===== src/rtl/tl45_pkg.sv =====
// Shared constants and types for the tl45 register-read (operand fetch/issue) stage.
package tl45_pkg;

  localparam int NUM_REGS = 15;
  localparam int OPC_W    = 5;

  typedef logic [3:0] reg_idx_t;

  typedef struct packed {
    logic [OPC_W-1:0] opcode;
    reg_idx_t         dr;
    reg_idx_t         sr1;
    reg_idx_t         sr2;
    logic             writes_dr;
    logic [31:0]      imm;
    logic [31:0]      pc;
  } decoded_t;

  typedef struct packed {
    logic [OPC_W-1:0] opcode;
    reg_idx_t         dr;
    logic [31:0]      sr1_val;
    logic [31:0]      sr2_val;
    logic [31:0]      imm;
    logic [31:0]      pc;
  } issued_t;

  // Scoreboard lookup; a zero bit is prepended so r0 can never read as busy.
  function automatic logic reg_is_busy(input logic [NUM_REGS-1:0] busy, input reg_idx_t idx);
    logic [NUM_REGS:0] ext;
    ext = {busy, 1'b0};
    return ext[idx];
  endfunction

endpackage


===== src/rtl/tl45_register_read_if.sv =====
// Decode-side and execute-side handshakes of the register-read stage.
interface tl45_register_read_if import tl45_pkg::*; ();

  logic                 i_valid;
  logic                 o_ready;
  logic [OPC_W-1:0]     i_opcode;
  reg_idx_t             i_dr;
  reg_idx_t             i_sr1;
  reg_idx_t             i_sr2;
  logic                 i_writes_dr;
  logic [31:0]          i_imm;
  logic [31:0]          i_pc;

  logic                 o_valid;
  logic                 i_ready;
  logic [OPC_W-1:0]     o_opcode;
  reg_idx_t             o_dr;
  logic [31:0]          o_sr1_val;
  logic [31:0]          o_sr2_val;
  logic [31:0]          o_imm;
  logic [31:0]          o_pc;

  // slave: the stage itself; master: whoever drives decode and consumes issue.
  modport slave (
    input  i_valid, i_opcode, i_dr, i_sr1, i_sr2, i_writes_dr, i_imm, i_pc, i_ready,
    output o_ready, o_valid, o_opcode, o_dr, o_sr1_val, o_sr2_val, o_imm, o_pc
  );

  modport master (
    output i_valid, i_opcode, i_dr, i_sr1, i_sr2, i_writes_dr, i_imm, i_pc, i_ready,
    input  o_ready, o_valid, o_opcode, o_dr, o_sr1_val, o_sr2_val, o_imm, o_pc
  );

endinterface


===== src/rtl/tl45_hazard_check.sv =====
// Combinational RAW/WAW check of one instruction against the busy scoreboard.
module tl45_hazard_check import tl45_pkg::*; (
  input  logic [NUM_REGS-1:0] busy,
  input  reg_idx_t            sr1,
  input  reg_idx_t            sr2,
  input  reg_idx_t            dr,
  input  logic                writes_dr,
  output logic                hazard
);

  logic raw;
  logic waw;

  always_comb begin
    raw    = reg_is_busy(busy, sr1) | reg_is_busy(busy, sr2);
    waw    = writes_dr & reg_is_busy(busy, dr);
    hazard = raw | waw;
  end

endmodule


===== src/rtl/tl45_register_read.sv =====
// Register-read stage: holds one decoded instruction (S0), fetches operands and issues into the output register (S1).
module tl45_register_read import tl45_pkg::*; (
  input  logic                 clk,
  input  logic                 reset,
  tl45_register_read_if.slave  bus,
  input  logic                 i_flush,
  output reg_idx_t             o_rf_addr1,
  output reg_idx_t             o_rf_addr2,
  input  logic [31:0]          i_rf_data1,
  input  logic [31:0]          i_rf_data2,
  input  logic [NUM_REGS-1:0]  i_reg_busy,
  output reg_idx_t             o_set_busy
);

  decoded_t s0_q, s0_d;
  logic     s0_valid_q, s0_valid_d;
  issued_t  s1_q, s1_d;
  logic     s1_valid_q, s1_valid_d;

  logic     hazard;
  logic     issue;
  logic     accept;
  logic     ready;

  tl45_hazard_check u_hazard (
    .busy      (i_reg_busy),
    .sr1       (s0_q.sr1),
    .sr2       (s0_q.sr2),
    .dr        (s0_q.dr),
    .writes_dr (s0_q.writes_dr),
    .hazard    (hazard)
  );

  always_comb begin
    issue  = s0_valid_q && !hazard && !i_flush && (!s1_valid_q || bus.i_ready);
    ready  = !i_flush && (!s0_valid_q || issue);
    accept = bus.i_valid && ready;

    o_rf_addr1 = s0_valid_q ? s0_q.sr1 : '0;
    o_rf_addr2 = s0_valid_q ? s0_q.sr2 : '0;
    // dr==0 already yields 0, so writes_dr alone gates the reservation.
    o_set_busy = (issue && s0_q.writes_dr) ? s0_q.dr : '0;

    s0_d       = s0_q;
    s0_valid_d = s0_valid_q;
    if (i_flush) begin
      s0_valid_d = 1'b0;
    end else if (accept) begin
      s0_valid_d     = 1'b1;
      s0_d.opcode    = bus.i_opcode;
      s0_d.dr        = bus.i_dr;
      s0_d.sr1       = bus.i_sr1;
      s0_d.sr2       = bus.i_sr2;
      s0_d.writes_dr = bus.i_writes_dr;
      s0_d.imm       = bus.i_imm;
      s0_d.pc        = bus.i_pc;
    end else if (issue) begin
      s0_valid_d = 1'b0;
    end

    s1_d       = s1_q;
    s1_valid_d = s1_valid_q;
    if (issue) begin
      s1_valid_d   = 1'b1;
      s1_d.opcode  = s0_q.opcode;
      s1_d.dr      = s0_q.dr;
      s1_d.sr1_val = (s0_q.sr1 == '0) ? '0 : i_rf_data1;
      s1_d.sr2_val = (s0_q.sr2 == '0) ? '0 : i_rf_data2;
      s1_d.imm     = s0_q.imm;
      s1_d.pc      = s0_q.pc;
    end else if (s1_valid_q && bus.i_ready) begin
      s1_valid_d = 1'b0;
    end
  end

  always_ff @(posedge clk) begin
    if (reset) begin
      s0_q       <= '0;
      s0_valid_q <= 1'b0;
      s1_q       <= '0;
      s1_valid_q <= 1'b0;
    end else begin
      s0_q       <= s0_d;
      s0_valid_q <= s0_valid_d;
      s1_q       <= s1_d;
      s1_valid_q <= s1_valid_d;
    end
  end

  always_comb begin
    bus.o_ready   = ready;
    bus.o_valid   = s1_valid_q;
    bus.o_opcode  = s1_q.opcode;
    bus.o_dr      = s1_q.dr;
    bus.o_sr1_val = s1_q.sr1_val;
    bus.o_sr2_val = s1_q.sr2_val;
    bus.o_imm     = s1_q.imm;
    bus.o_pc      = s1_q.pc;
  end

endmodule


===== src/flat_wrapper.sv =====
// flat-port wrapper written by rule: the top's interface ports become plain ports
module tl45_register_read_flat import tl45_pkg::*;
  (clk, reset, i_flush, o_rf_addr1, o_rf_addr2, i_rf_data1, i_rf_data2, i_reg_busy, o_set_busy, bus_i_valid, bus_i_opcode, bus_i_dr, bus_i_sr1, bus_i_sr2, bus_i_writes_dr, bus_i_imm, bus_i_pc, bus_i_ready, bus_o_ready, bus_o_valid, bus_o_opcode, bus_o_dr, bus_o_sr1_val, bus_o_sr2_val, bus_o_imm, bus_o_pc);
  tl45_register_read_if bus_i ();
  input  logic clk;
  input  logic reset;
  input  logic i_flush;
  output reg_idx_t o_rf_addr1;
  output reg_idx_t o_rf_addr2;
  input  logic [31:0] i_rf_data1;
  input  logic [31:0] i_rf_data2;
  input  logic [NUM_REGS-1:0] i_reg_busy;
  output reg_idx_t o_set_busy;
  input wire logic [$bits(bus_i.i_valid)-1:0] bus_i_valid;
  input wire logic [$bits(bus_i.i_opcode)-1:0] bus_i_opcode;
  input wire logic [$bits(bus_i.i_dr)-1:0] bus_i_dr;
  input wire logic [$bits(bus_i.i_sr1)-1:0] bus_i_sr1;
  input wire logic [$bits(bus_i.i_sr2)-1:0] bus_i_sr2;
  input wire logic [$bits(bus_i.i_writes_dr)-1:0] bus_i_writes_dr;
  input wire logic [$bits(bus_i.i_imm)-1:0] bus_i_imm;
  input wire logic [$bits(bus_i.i_pc)-1:0] bus_i_pc;
  input wire logic [$bits(bus_i.i_ready)-1:0] bus_i_ready;
  output wire logic [$bits(bus_i.o_ready)-1:0] bus_o_ready;
  output wire logic [$bits(bus_i.o_valid)-1:0] bus_o_valid;
  output wire logic [$bits(bus_i.o_opcode)-1:0] bus_o_opcode;
  output wire logic [$bits(bus_i.o_dr)-1:0] bus_o_dr;
  output wire logic [$bits(bus_i.o_sr1_val)-1:0] bus_o_sr1_val;
  output wire logic [$bits(bus_i.o_sr2_val)-1:0] bus_o_sr2_val;
  output wire logic [$bits(bus_i.o_imm)-1:0] bus_o_imm;
  output wire logic [$bits(bus_i.o_pc)-1:0] bus_o_pc;
  assign bus_i.i_valid = bus_i_valid;
  assign bus_i.i_opcode = bus_i_opcode;
  assign bus_i.i_dr = bus_i_dr;
  assign bus_i.i_sr1 = bus_i_sr1;
  assign bus_i.i_sr2 = bus_i_sr2;
  assign bus_i.i_writes_dr = bus_i_writes_dr;
  assign bus_i.i_imm = bus_i_imm;
  assign bus_i.i_pc = bus_i_pc;
  assign bus_i.i_ready = bus_i_ready;
  assign bus_o_ready = bus_i.o_ready;
  assign bus_o_valid = bus_i.o_valid;
  assign bus_o_opcode = bus_i.o_opcode;
  assign bus_o_dr = bus_i.o_dr;
  assign bus_o_sr1_val = bus_i.o_sr1_val;
  assign bus_o_sr2_val = bus_i.o_sr2_val;
  assign bus_o_imm = bus_i.o_imm;
  assign bus_o_pc = bus_i.o_pc;
  tl45_register_read u_core (.clk(clk), .reset(reset), .bus(bus_i), .i_flush(i_flush), .o_rf_addr1(o_rf_addr1), .o_rf_addr2(o_rf_addr2), .i_rf_data1(i_rf_data1), .i_rf_data2(i_rf_data2), .i_reg_busy(i_reg_busy), .o_set_busy(o_set_busy));
endmodule

===== config.mk =====
export PLATFORM = sky130hd
export DESIGN_NAME = tl45_register_read_flat
export DESIGN_NICKNAME = d
export VERILOG_FILES = /design/src/rtl/tl45_pkg.sv /design/src/rtl/tl45_register_read_if.sv /design/src/rtl/tl45_hazard_check.sv /design/src/rtl/tl45_register_read.sv /design/src/flat_wrapper.sv
export SDC_FILE = /design/constraint.sdc
export NUM_CORES = 1
export LEC_CHECK = 0
export CAP_MARGIN = 20
export CORE_MARGIN = 8
export CORE_UTILIZATION = 45
export CTS_CLUSTER_DIAMETER = 30
export DETAILED_ROUTE_END_ITERATION = 8
export GPL_ROUTABILITY_DRIVEN = 1
export GPL_TIMING_DRIVEN = 0
export PLACE_DENSITY_LB_ADDON = 0.3
export SLEW_MARGIN = 40
export SYNTH_ARGS = -nofsm -noshare
export SYNTH_HDL_FRONTEND = slang
export SYNTH_HIERARCHICAL = 1
export SYNTH_SLANG_ARGS = --single-unit

===== constraint.sdc =====
create_clock -name clk -period 7.1 [get_ports clk]
set_input_delay 2.13 -clock clk [delete_from_list [all_inputs] [get_ports clk]]
set_output_delay 2.13 -clock clk [all_outputs]
set_load 0.05 [all_outputs]

==> results of run 1 <==
==> worst max path at each step <==
stage / start / end / cells past startpoint
6_report: i_reg_busy[3] / bus_o_ready / 10
3_5_place_dp: i_reg_busy[10] / bus_o_ready / 10
3_3_place_gp: i_reg_busy[10] / bus_o_ready / 10
2_1_floorplan: i_reg_busy[10] / bus_o_ready / 8
5_1_grt: i_reg_busy[3] / o_set_busy[3] / 11
4_1_cts: i_reg_busy[10] / o_set_busy[2] / 11
==> power groups by stage <==
stage	clock network, mW	registers, mW	logic (mW)
final	2.15	1.30	0.355
after global routing	2.24	1.30	0.379
after CTS	2.18	1.30	0.355
after detailed placement	0	1.32	0.351
after global placement	0	1.32	0.348
after floorplan	0	1.34	0.163
==> cell usage in the layout (no fill, tap or decap), drive strengths merged <==
master	Yosys	final
inv	5	10
mux2	3	3
and2	9	9
nor4	2	2
clkbuf	39	96
a221oi	2	2
clkdlybuf4s50	0	310
and4b	1	1
o32ai	1	1
nor2	3	3
o21ai	2	2
o211ai	1	1
and3	4	4
mux2i	162	162
nand3b	1	1
mux4	8	8
buf	42	47
dfxtp	221	221
nand2b	302	302
nor3b	1	1
nor2b	3	3
clkinv	0	11
bufinv	0	8
o22ai	1	1
a311o	1	1
nand2	7	7
a31o	64	64
a21oi	66	66
==> routing by layer <==
layer | routed length [um] | up-vias | track usage, %
met2 | 14900 | 327 | 38.5
met5 | 34 | - | 0
li1 | - | 3988 | -
met4 | 786 | 6 | 7.76
met1 | 12600 | 3909 | 25.7
met3 | 2840 | 62 | 8.14
==> cell families (layout without fill, tap and decap cells) <==
group	count (synthesis)	after routing	share of synthesized area, %
buffers and inverters	86	482	4.04
multiplexers	173	173	19.1
AND/OR/NAND/NOR	333	333	21.4
flip-flops	221	221	45.7
AO/OA/AOI/OAI	138	138	9.82
==> stage by stage <==
stage | TNS, ns | utilization, % | std cells | instance area [um^2] | worst slack (ns)
3_5_place_dp | -3.45 | 62.5 | 1541 | 13200 | -0.866
3_3_place_gp | -3.35 | 62.5 | 1541 | 13200 | -0.831
2_1_floorplan | 0 | - | 951 | 9690 | 0.347
5_1_grt | 0 | 70.0 | 1622 | 14800 | 0.00922
6_report | 0 | 70.0 | 1622 | 14800 | 0.0965
4_1_cts | 0 | 69.9 | 1622 | 14700 | 0.0211
==> sequential cells by signal, indices dropped and copies added (netlist names) <==
signal                cells
u_core/s0_valid_q         1
u_core/bus.o_sr1_val     32
u_core/bus.o_pc          32
u_core/s0_q              82
u_core/bus.o_imm         32
u_core/bus.o_opcode       5
u_core/bus.o_valid        1
u_core/bus.o_sr2_val     32
u_core/bus.o_dr           4
==> repair_timing <==
action,4_1_cts,5_1_grt
setup endpoints to repair,5,5
setup buffers,2,0
endpoints found under the hold margin,0,0
resized for setup,32,6
pin swaps,1,2
gates cloned,0,0
==> critical path: cells and delay by family <==
kind	cells	cell delay (ns)
buffers and inverters	3	0.85
AOI/OAI and AO/OA	3	0.78
and+or+nand+nor	3	0.59
muxes	1	0.52
==> cell type report <==
| class | count | share of cell area [%] |
|---|---|---|
| plain buffers | 80 | 2.53 |
| clock buffers | 56 | 8.18 |
| clock inverters | 24 | 2.32 |
| inverters | 5 | 0.127 |
| multi-input cells | 644 | 33.1 |
| flip-flops and latches | 221 | 30.0 |
| well taps | 275 | 2.33 |
| repair buffers | 317 | 21.5 |
==> metrics.csv, run 1 <==
metric,value,unit
h-tree-depth,2,
drv_cap,0,
cts_tree,built,
ctsHoldBuffers,0,
ys_seq_area_share,45.7,%
design.die.area,26500,um^2
start_util,45.9,%
num_vias,8292,
combinationalPowerShare,9.3,%
drt-pass1-iter-count,5,
register_area,4420,um^2
leakage,5.87,nW
crit_required,4.97,ns
start_kind,input port,
cts_root_buffer,clkbuf_16,
synthTopCellsByArea,"dfxtp_1, nand2b_1, mux2i_1",
wl,31.1,mm
portBuffers,315,
insertion_delay,0.51,ns
place.gp.congestion,0.866,
ios,317,
area_growth,52.4,%
worst_path_most_repeated_cell,buf_4,
die_w,163,um
clockBufferDepth,3,
slew_viol_final,0,
grt_max_degree,20,
hold_end,u_core/bus.o_imm[19]$_SDFFE_PP0P_,
grt_overflow_total,0,
syn-instance-count,951,
first_global_vias,8733,
powerDensity,257,nW/um^2
p_clk_share,56.5,%
r2r_start,u_core/s0_q[65]$_SDFFE_PP0P_,
reg2reg_to,u_core/bus.o_sr2_val[24]$_SDFFE_PP0P_,
swShare,22.2,%
drc_errors,0,
ys.flop_type,dfxtp_1,
ys_ff_latch,221,
hold_path.class,reg2reg,
regToRegSetupSlack,4.01,ns
path_cells,clkdlybuf4s50_1 -> mux4_1 -> nor2b_1 -> o32ai_1 -> a311o_1 -> nor3b_4 -> buf_4 -> nand2_4 -> a21oi_1 -> buf_4,
status,completed,
cp.arrival,4.87,ns
ant_nets,0,
avgSynthCellArea,10.2,um^2
irDropWorstVdd,157,uV
core_area,21100,um^2
syn_area,9690,um^2
power.internal,2.96,mW
fin_hold_ws,0.471,ns
die_y,163,um
synth.distinct_cells,29,
hold_depth,2,
p_total,3.80,mW
grt_setup_unrepaired,no,
syn-num-nets,1117,
drive_gt1_share,14.3,%
post_drt_wl_per_cell,19.2,um
worstMarginPinSlew,0.705,ns
numCtsBuffers,45,
pwr-share-seq,34.1,%
routed_via_density,5.11,
worstSetupPathType,in2out,
path_max_fanout,19,
ys_warn_count,6,
fin_skew,0.0187,ns
fin_nets,1480,
fin_crit_sh,98.6,%
reg2reg_depth,10,
clk_pin_slew,0.04,ns
dpl.hpwl,22.7,mm
synthArstFlopShare,0,%
antenna_found_initial,3,
hold_viol,0,
grt_pass1_wl,47.8,mm
switching_power,0.843,mW
n_antenna_cell,0,
period_needed,7.00,ns
setup_viol,0,
yosysTopAreaCell,dfxtp_1,
synth_top_area_share,45.7,%
track_usage,22.6,%
crit_path_top_delay_cell,mux4_1,
max_freq,143,MHz
cts.sinks,221,
cp-end-kind,output pin,
worstHoldStart,u_core/bus.o_imm[19]$_SDFFE_PP0P_,
synth_edf_count,0,
ys_top_cells_by_count,"nand2b_1, dfxtp_1, mux2i_1",
slew_headroom,53.0,%
drt_iter0_markers,436,
fp-row-count,53,
slowest_delay,0.52,ns
multi_input_area,4880,um^2
yosysMostFrequentCell,nand2b_1,
fillers,1596,
Power figures use the tool's default switching activity.
==> run 2: changes to the inputs <==
--- a/config.mk
+++ b/config.mk
@@ -8,11 +8,10 @@
 export CAP_MARGIN = 20
 export CORE_MARGIN = 8
 export CORE_UTILIZATION = 45
-export CTS_CLUSTER_DIAMETER = 30
 export DETAILED_ROUTE_END_ITERATION = 8
 export GPL_ROUTABILITY_DRIVEN = 1
 export GPL_TIMING_DRIVEN = 0
-export PLACE_DENSITY_LB_ADDON = 0.3
+export PLACE_DENSITY = 0.79
 export SLEW_MARGIN = 40
 export SYNTH_ARGS = -nofsm -noshare
 export SYNTH_HDL_FRONTEND = slang
==> run 2 against run 1 <==
Against the previous run: count of clock-buffer cells in the layout fell by 21; final cell count fell by 2.1%; die area did not move; core utilization fell by 3.7 points; sequential power barely moved; fmax rose by 1.3%; register-to-register slack got worse by 0.10 ns; sequential share of layout area rose by 1.7 points; combinational power barely moved; clock power fell by 44%; largest power group is now registers.
==> metrics.csv, run 2 (same netlist as run 1, synthesis figures left out) <==
metric,value,unit,change
status,completed,,
fin_nets,1462,,-1.2%
insertion_delay,0.51,ns,about the same
wl,31.2,mm,+0.36%
drt-pass1-iter-count,5,,unchanged
worstSetupPathType,in2out,,
fin_skew,0.0119,ns,-0.00676 ns
leakage,5.47,nW,-6.7%
setup_viol,0,,unchanged
start_kind,input port,,
slew_headroom,48.5,%,-4.4 points
die_y,163,um,unchanged
period_needed,6.91,ns,-0.0905 ns
grt_overflow_total,0,,unchanged
crit_path_top_delay_cell,mux4_1,,
regMostFlops,u_core/s0_q,,
cts_tree,built,,
drt_iter0_markers,568,,+30%
cp-end-kind,output pin,,
pwr-share-seq,45.3,%,+11 points
final_util,66.3,%,-3.7 points
drc_errors,0,,unchanged
max_freq,145,MHz,+1.3%
portBuffers,315,,unchanged
drive_gt1_share,11.9,%,-2.4 points
track_usage,22.6,%,+0.035 points
combinationalPowerShare,12.5,%,+3.2 points
tns,0,ns,unchanged
clk_pin_slew,0.06,ns,+0.02 ns
place_area,13200,um^2,unchanged
grt_max_degree,13,,-35%
area_growth,44.4,%,
cts.sinks,221,,unchanged
p_clk_share,42.3,%,-14 points
largest_reg_flops,82,,unchanged
swShare,23.6,%,+1.5 points
powerDensity,204,nW/um^2,-21%
start_util,45.9,%,unchanged
regToRegSetupSlack,3.91,ns,-0.10 ns
grt_pass1_wl,47.8,mm,+0.19%
path_cells,clkdlybuf4s50_1 -> mux4_1 -> nor2b_1 -> o32ai_1 -> a311o_1 -> nor3b_4 -> and2_1 -> buf_6 -> and3_1 -> buf_4,,
place.gp.congestion,0.902,,+4.2%
layout_common_cells,"clkdlybuf4s50_1, nand2b_1, dfxtp_1",,
fin_crit_sh,97.4,%,-1.3 points
slew_viol_final,0,,unchanged
dpl.hpwl,23.6,mm,+4.1%
crit_required,4.97,ns,about the same
routed_via_density,5.18,,+1.2%
post_drt_wl_per_cell,19.7,um,+2.5%
finish.instance_area,14000,um^2,-5.3%
design.die.area,26500,um^2,unchanged
worstMarginPinSlew,0.772,ns,+0.0666 ns
hold_path.class,reg2reg,,
drv_cap,0,,unchanged
path_max_fanout,16,,-3
h-tree-depth,1,,-1
hold_viol,0,,unchanged
ant_nets,0,,unchanged
cts_root_buffer,clkbuf_16,,
core_area,21100,um^2,unchanged
antenna_found_initial,8,,+5
first_global_vias,8500,,-2.7%
layout_commonest_cell,clkdlybuf4s50_1,,
clockBufferDepth,3,,unchanged
ios,317,,unchanged
cp.arrival,4.78,ns,-0.09 ns
grt_setup_unrepaired,no,,
fp-row-count,53,,unchanged
die_w,163,um,unchanged
numCtsBuffers,24,,-47%
switching_power,0.675,mW,-20%
num_vias,8218,,-0.89%
slowest_delay,0.51,ns,about the same
ctsHoldBuffers,0,,unchanged
irDropWorstVdd,150,uV,-4.1%
power.internal,2.18,mW,-26%
[run 2: changes by cell type in the layout (fill, tap and decap cells not counted)]
| cell | delta |
|---|---|
| clkbuf_16 | -20 |
| clkinv_2 | -8 |
| bufinv_16 | -7 |
| buf_4 | +6 |
| diode_2 | +4 |
| inv_6 | -4 |
| buf_6 | -1 |
| buf_8 | -1 |
| clkbuf_1 | -1 |
| clkbuf_4 | -1 |
| clkinv_4 | -1 |
[run 2: worst paths after layout]
kind	startpoint	endpoint	cells after the start
hold reg to reg	u_core/bus.o_imm[26]$_SDFFE_PP0P_	u_core/bus.o_imm[26]$_SDFFE_PP0P_	2
setup / recovery	i_reg_busy[4]	o_set_busy[2]	10
hold / removal	u_core/bus.o_imm[26]$_SDFFE_PP0P_	u_core/bus.o_imm[26]$_SDFFE_PP0P_	2
setup reg to reg	u_core/s0_q[66]$_SDFFE_PP0P_	u_core/s0_q[65]$_SDFFE_PP0P_	10
[run 2: what timing repair did]
item	in CTS	in global routing
buffers inserted	1	4
endpoints found under the setup margin	5	5
pin swaps	1	3
resized for setup	35	2
[run 2: per-stage QoR]
step | std cells | setup WS, ns | hold WS [ns] | power (mW)
5_1_grt | 1588 | 0.0286 | 0.498 | 2.96
3_5_place_dp | 1541 | -0.787 | 0.465 | 1.67
3_3_place_gp | 1541 | -0.796 | 0.459 | 1.67
6_report | 1588 | 0.187 | 0.472 | 2.86
2_1_floorplan | 951 | 0.347 | 0.458 | 1.51
4_1_cts | 1581 | 0.0368 | 0.475 | 2.88
[run 2: worst max-delay path: cells and delay by family]
kind / cells / cell delay [ns]
AO/OA/AOI/OAI: 2 / 0.50
buffers and inverters: 3 / 0.83
multiplexers: 1 / 0.51
AND/OR/NAND/NOR: 4 / 0.81
[run 2: metal layers]
layer	track usage (%)	part of all wire [%]	wire, um
met5	0	0.18	55
met4	6.67	2.2	688
met3	8.90	10	3250
met2	37.6	47	14600
met1	26.4	40	12600
[run 2: final cells by class]
| class | count | area (um^2) |
|---|---|---|
| Fill cell | 1752 | 7100 |
| Buffer | 80 | 370 |
| Sequential cell | 221 | 4420 |
| Clock inverter | 4 | 48.8 |
| Timing Repair Buffer | 320 | 3190 |
| Multi-Input combinational cell | 644 | 4880 |
| Antenna cell | 4 | 10.0 |
| Tap cell | 275 | 344 |
| Inverter | 5 | 18.8 |
| Clock buffer | 35 | 703 |
[run 2: power groups by stage]
stage                     clock network [mW]  registers, mW  logic [mW]
after floorplan                            0           1.34       0.163
after global placement                     0           1.32       0.348
after detailed placement                   0           1.32       0.351
after CTS                               1.23           1.29       0.355
after global routing                    1.29           1.30       0.380
final                                   1.21           1.29       0.356
==> run 3: changes to the inputs <==
--- a/config.mk
+++ b/config.mk
@@ -7,13 +7,11 @@
 export LEC_CHECK = 0
 export CAP_MARGIN = 20
 export CORE_MARGIN = 8
-export CORE_UTILIZATION = 45
+export CORE_UTILIZATION = 42
 export DETAILED_ROUTE_END_ITERATION = 8
-export GPL_ROUTABILITY_DRIVEN = 1
 export GPL_TIMING_DRIVEN = 0
-export PLACE_DENSITY = 0.79
+export PLACE_DENSITY = 0.77
 export SLEW_MARGIN = 40
 export SYNTH_ARGS = -nofsm -noshare
 export SYNTH_HDL_FRONTEND = slang
-export SYNTH_HIERARCHICAL = 1
 export SYNTH_SLANG_ARGS = --single-unit
==> constraint.sdc (replaced) <==
create_clock -name clk -period 5.7 [get_ports clk]
set_input_delay 1.71 -clock clk [delete_from_list [all_inputs] [get_ports clk]]
set_output_delay 1.71 -clock clk [all_outputs]
set_load 0.05 [all_outputs]
==> run 3 against run 2 <==
Against the previous run: highest routed layer unchanged; critical path type unchanged; core utilization is 5.0 points lower; wire length is 5.4% lower; global-route usage is 2.5 points lower; clock power is 27% higher; via count is 4.7% lower; area after synthesis is 1.0% higher; first-iteration DRC count is 39% lower.
==> metrics.csv, run 3 <==
metric,value,unit,change
fin_crit_sh,98.3,%,
fp-row-count,56,,+5.7%
worstSetupPathType,in2out,,
ys_ff_latch,221,,unchanged
finish.instance_area,14200,um^2,+1.7%
drc_errors,0,,unchanged
worstHoldStart,u_core.bus.o_opcode[1]$_SDFFE_PP0P_,,
setup_viol,0,,unchanged
status,completed,,
hold_depth,2,,unchanged
layout_common_cells,"clkdlybuf4s50_1, nand2b_1, mux2i_1, dfxtp_1, nand2_1",,
post_drt_wl_per_cell,18.1,um,-8.2%
antenna_found_initial,2,,-6
h-tree-depth,1,,unchanged
insertion_delay,0.51,ns,about the same
regMostFlops,u_core.s0_q,,
drv_cap,0,,unchanged
syn_area,9780,um^2,+1.0%
area_growth,45.4,%,
core_area,23200,um^2,+10%
grt_pass1_wl,45.9,mm,-4.1%
synth.distinct_cells,37,,+28%
hold_end,u_core.bus.o_opcode[1]$_SDFFE_PP0P_,,
worstMarginPinSlew,0.741,ns,-0.0309 ns
yosysMostFrequentCell,nand2b_1,,
leakage,5.83,nW,+6.5%
crit_required,3.99,ns,-0.98 ns
portBuffers,315,,unchanged
die_w,169,um,+3.6%
track_usage,20.1,%,-2.5 points
drive_gt1_share,6.83,%,-5.1 points
synthArstFlopShare,0,%,unchanged
cts_root_buffer,clkbuf_16,,
start_util,42.2,%,-3.7 points
irDropWorstVdd,222,uV,+48%
ys.flop_type,dfxtp_1,,
ys_seq_area_share,45.2,%,-0.46 points
cp-end-kind,output pin,,
first_global_vias,8066,,-5.1%
ys_warn_count,0,,-6
synth_edf_count,0,,unchanged
powerDensity,255,nW/um^2,+25%
ys_top_cells_by_count,"nand2b_1, dfxtp_1, mux2i_1",,
syn-num-nets,1124,,+0.63%
drt-pass1-iter-count,4,,-1
fin_hold_ws,0.469,ns,-0.00292 ns
wl,29.6,mm,-5.4%
num_vias,7830,,-4.7%
slew_headroom,50.6,%,+2.1 points
drt_iter0_markers,348,,-39%
r2r_start,u_core.s0_q[74]$_SDFFE_PP0P_,,
place.gp.congestion,0.833,,-7.7%
reg2reg_to,u_core.bus.o_pc[30]$_SDFFE_PP0P_,,
ant_nets,0,,unchanged
grt_setup_unrepaired,no,,
die_y,169,um,+3.6%
fin_skew,0.0101,ns,-0.00184 ns
place_area,13300,um^2,+1.2%
cts.sinks,221,,unchanged
syn-instance-count,958,,+0.74%
grt_overflow_total,0,,unchanged
synth_top_area_share,45.2,%,-0.46 points
dpl.hpwl,22.3,mm,-5.6%
period_needed,5.61,ns,
max_freq,178,MHz,
grt_max_degree,13,,unchanged
regToRegSetupSlack,2.96,ns,-0.95 ns
hold_viol,0,,unchanged
synthTopCellsByArea,"dfxtp_1, mux2i_1, nand2b_1",,
clk_pin_slew,0.06,ns,about the same
avgSynthCellArea,10.2,um^2,+0.27%
cts_tree,built,,
design.die.area,28400,um^2,+7.4%
routed_via_density,4.78,,-7.6%
clockBufferDepth,3,,unchanged
layout_commonest_cell,clkdlybuf4s50_1,,
hold_path.class,reg2reg,,
fin_nets,1468,,+0.41%
numCtsBuffers,24,,unchanged
start_kind,input port,,
largest_reg_flops,82,,unchanged
cp.arrival,3.90,ns,-0.88 ns
path_max_fanout,6,,-10
reg2reg_depth,10,,unchanged
yosysTopAreaCell,dfxtp_1,,
ios,317,,unchanged
slew_viol_final,0,,unchanged
[run 3: changes by cell type after synthesis, moves of 4 or more]
cell / before / now
nand2_1: 6 / 69
nor2b_1: 3 / 7
buf_2: 37 / 16
a31o_2: 64 / 0
buf_12: 0 / 4
mux2_1: 0 / 8
a21oi_1: 66 / 3
clkbuf_1: 39 / 43
buf_4: 0 / 5
mux2i_1: 162 / 221
[run 3: worst max path at each step]
stage | start | end | slack, ns | cells past startpoint
global placement | i_reg_busy[11] | bus_o_ready | -1.18 | 10
CTS | i_reg_busy[4] | o_set_busy[2] | 0.07 | 10
detailed placement | i_reg_busy[11] | bus_o_ready | -1.23 | 10
finish | i_reg_busy[6] | o_set_busy[2] | 0.09 | 10
floorplan | i_reg_busy[14] | bus_o_ready | 0.25 | 8
global route | i_reg_busy[9] | bus_o_ready | 0.001 | 10
[run 3: power breakdown]
group | switching, mW | internal [mW]
logic | 0.221 | 0.254
registers | 0.0181 | 1.59
clock network | 0.620 | 0.920
total | 0.859 | 2.76
[run 3: cell type report]
cell class	count	area, um^2
clock inverters	4	45.0
multi-input cells	662	4990
fillers	1974	8970
plain buffers	73	450
well taps	319	399
flip-flops and latches	221	4420
inverters	2	7.51
clock buffers	37	731
diodes	1	2.50
repair buffers	318	3170
[run 3: cell families after synthesis]
logic type,share of synthesized area (%)
compound gates,1.15
buf+inv,4.32
flops,45.2
mux,24.7
simple gates,24.6
[run 3: repair_timing]
| action | CTS | global route |
|---|---|---|
| setup endpoints to repair | 5 | 5 |
| pin swaps | 3 | 3 |
| setup buffers | 3 | 0 |
| resized for setup | 48 | 7 |
| hold buffers | 0 | 0 |
[run 3: critical path: stages]
cell	delay, ns
clkdlybuf4s50_1	0.45
mux2_1	0.31
o22ai_1	0.29
nor4b_4	0.10
nor4_4	0.27
and3_1	0.21
buf_6	0.13
buf_12	0.10
and3_4	0.19
buf_8	0.14
[run 3: metal layers]
metal  vias to the layer above  part of all wire, %  track usage [%]
met2                       217                   48             34.2
li1                       3856                    -                -
met3                        51                  6.5             5.68
met4                         4                  2.3             5.09
met5                         -                0.091                0
met1                      3702                   44             24.6
[run 3: through the flow]
step	worst slack, ns	total power [mW]	cells	utilization (%)	TNS (ns)
final	0.0943	3.62	1637	61.3	0
after global routing	0.00114	3.75	1636	61.3	0
after CTS	0.0713	3.66	1636	61.1	0
after detailed placement	-1.23	2.11	1592	57.5	-4.31
after global placement	-1.18	2.10	1592	57.5	-4.28
after floorplan	0.249	1.90	958	-	0
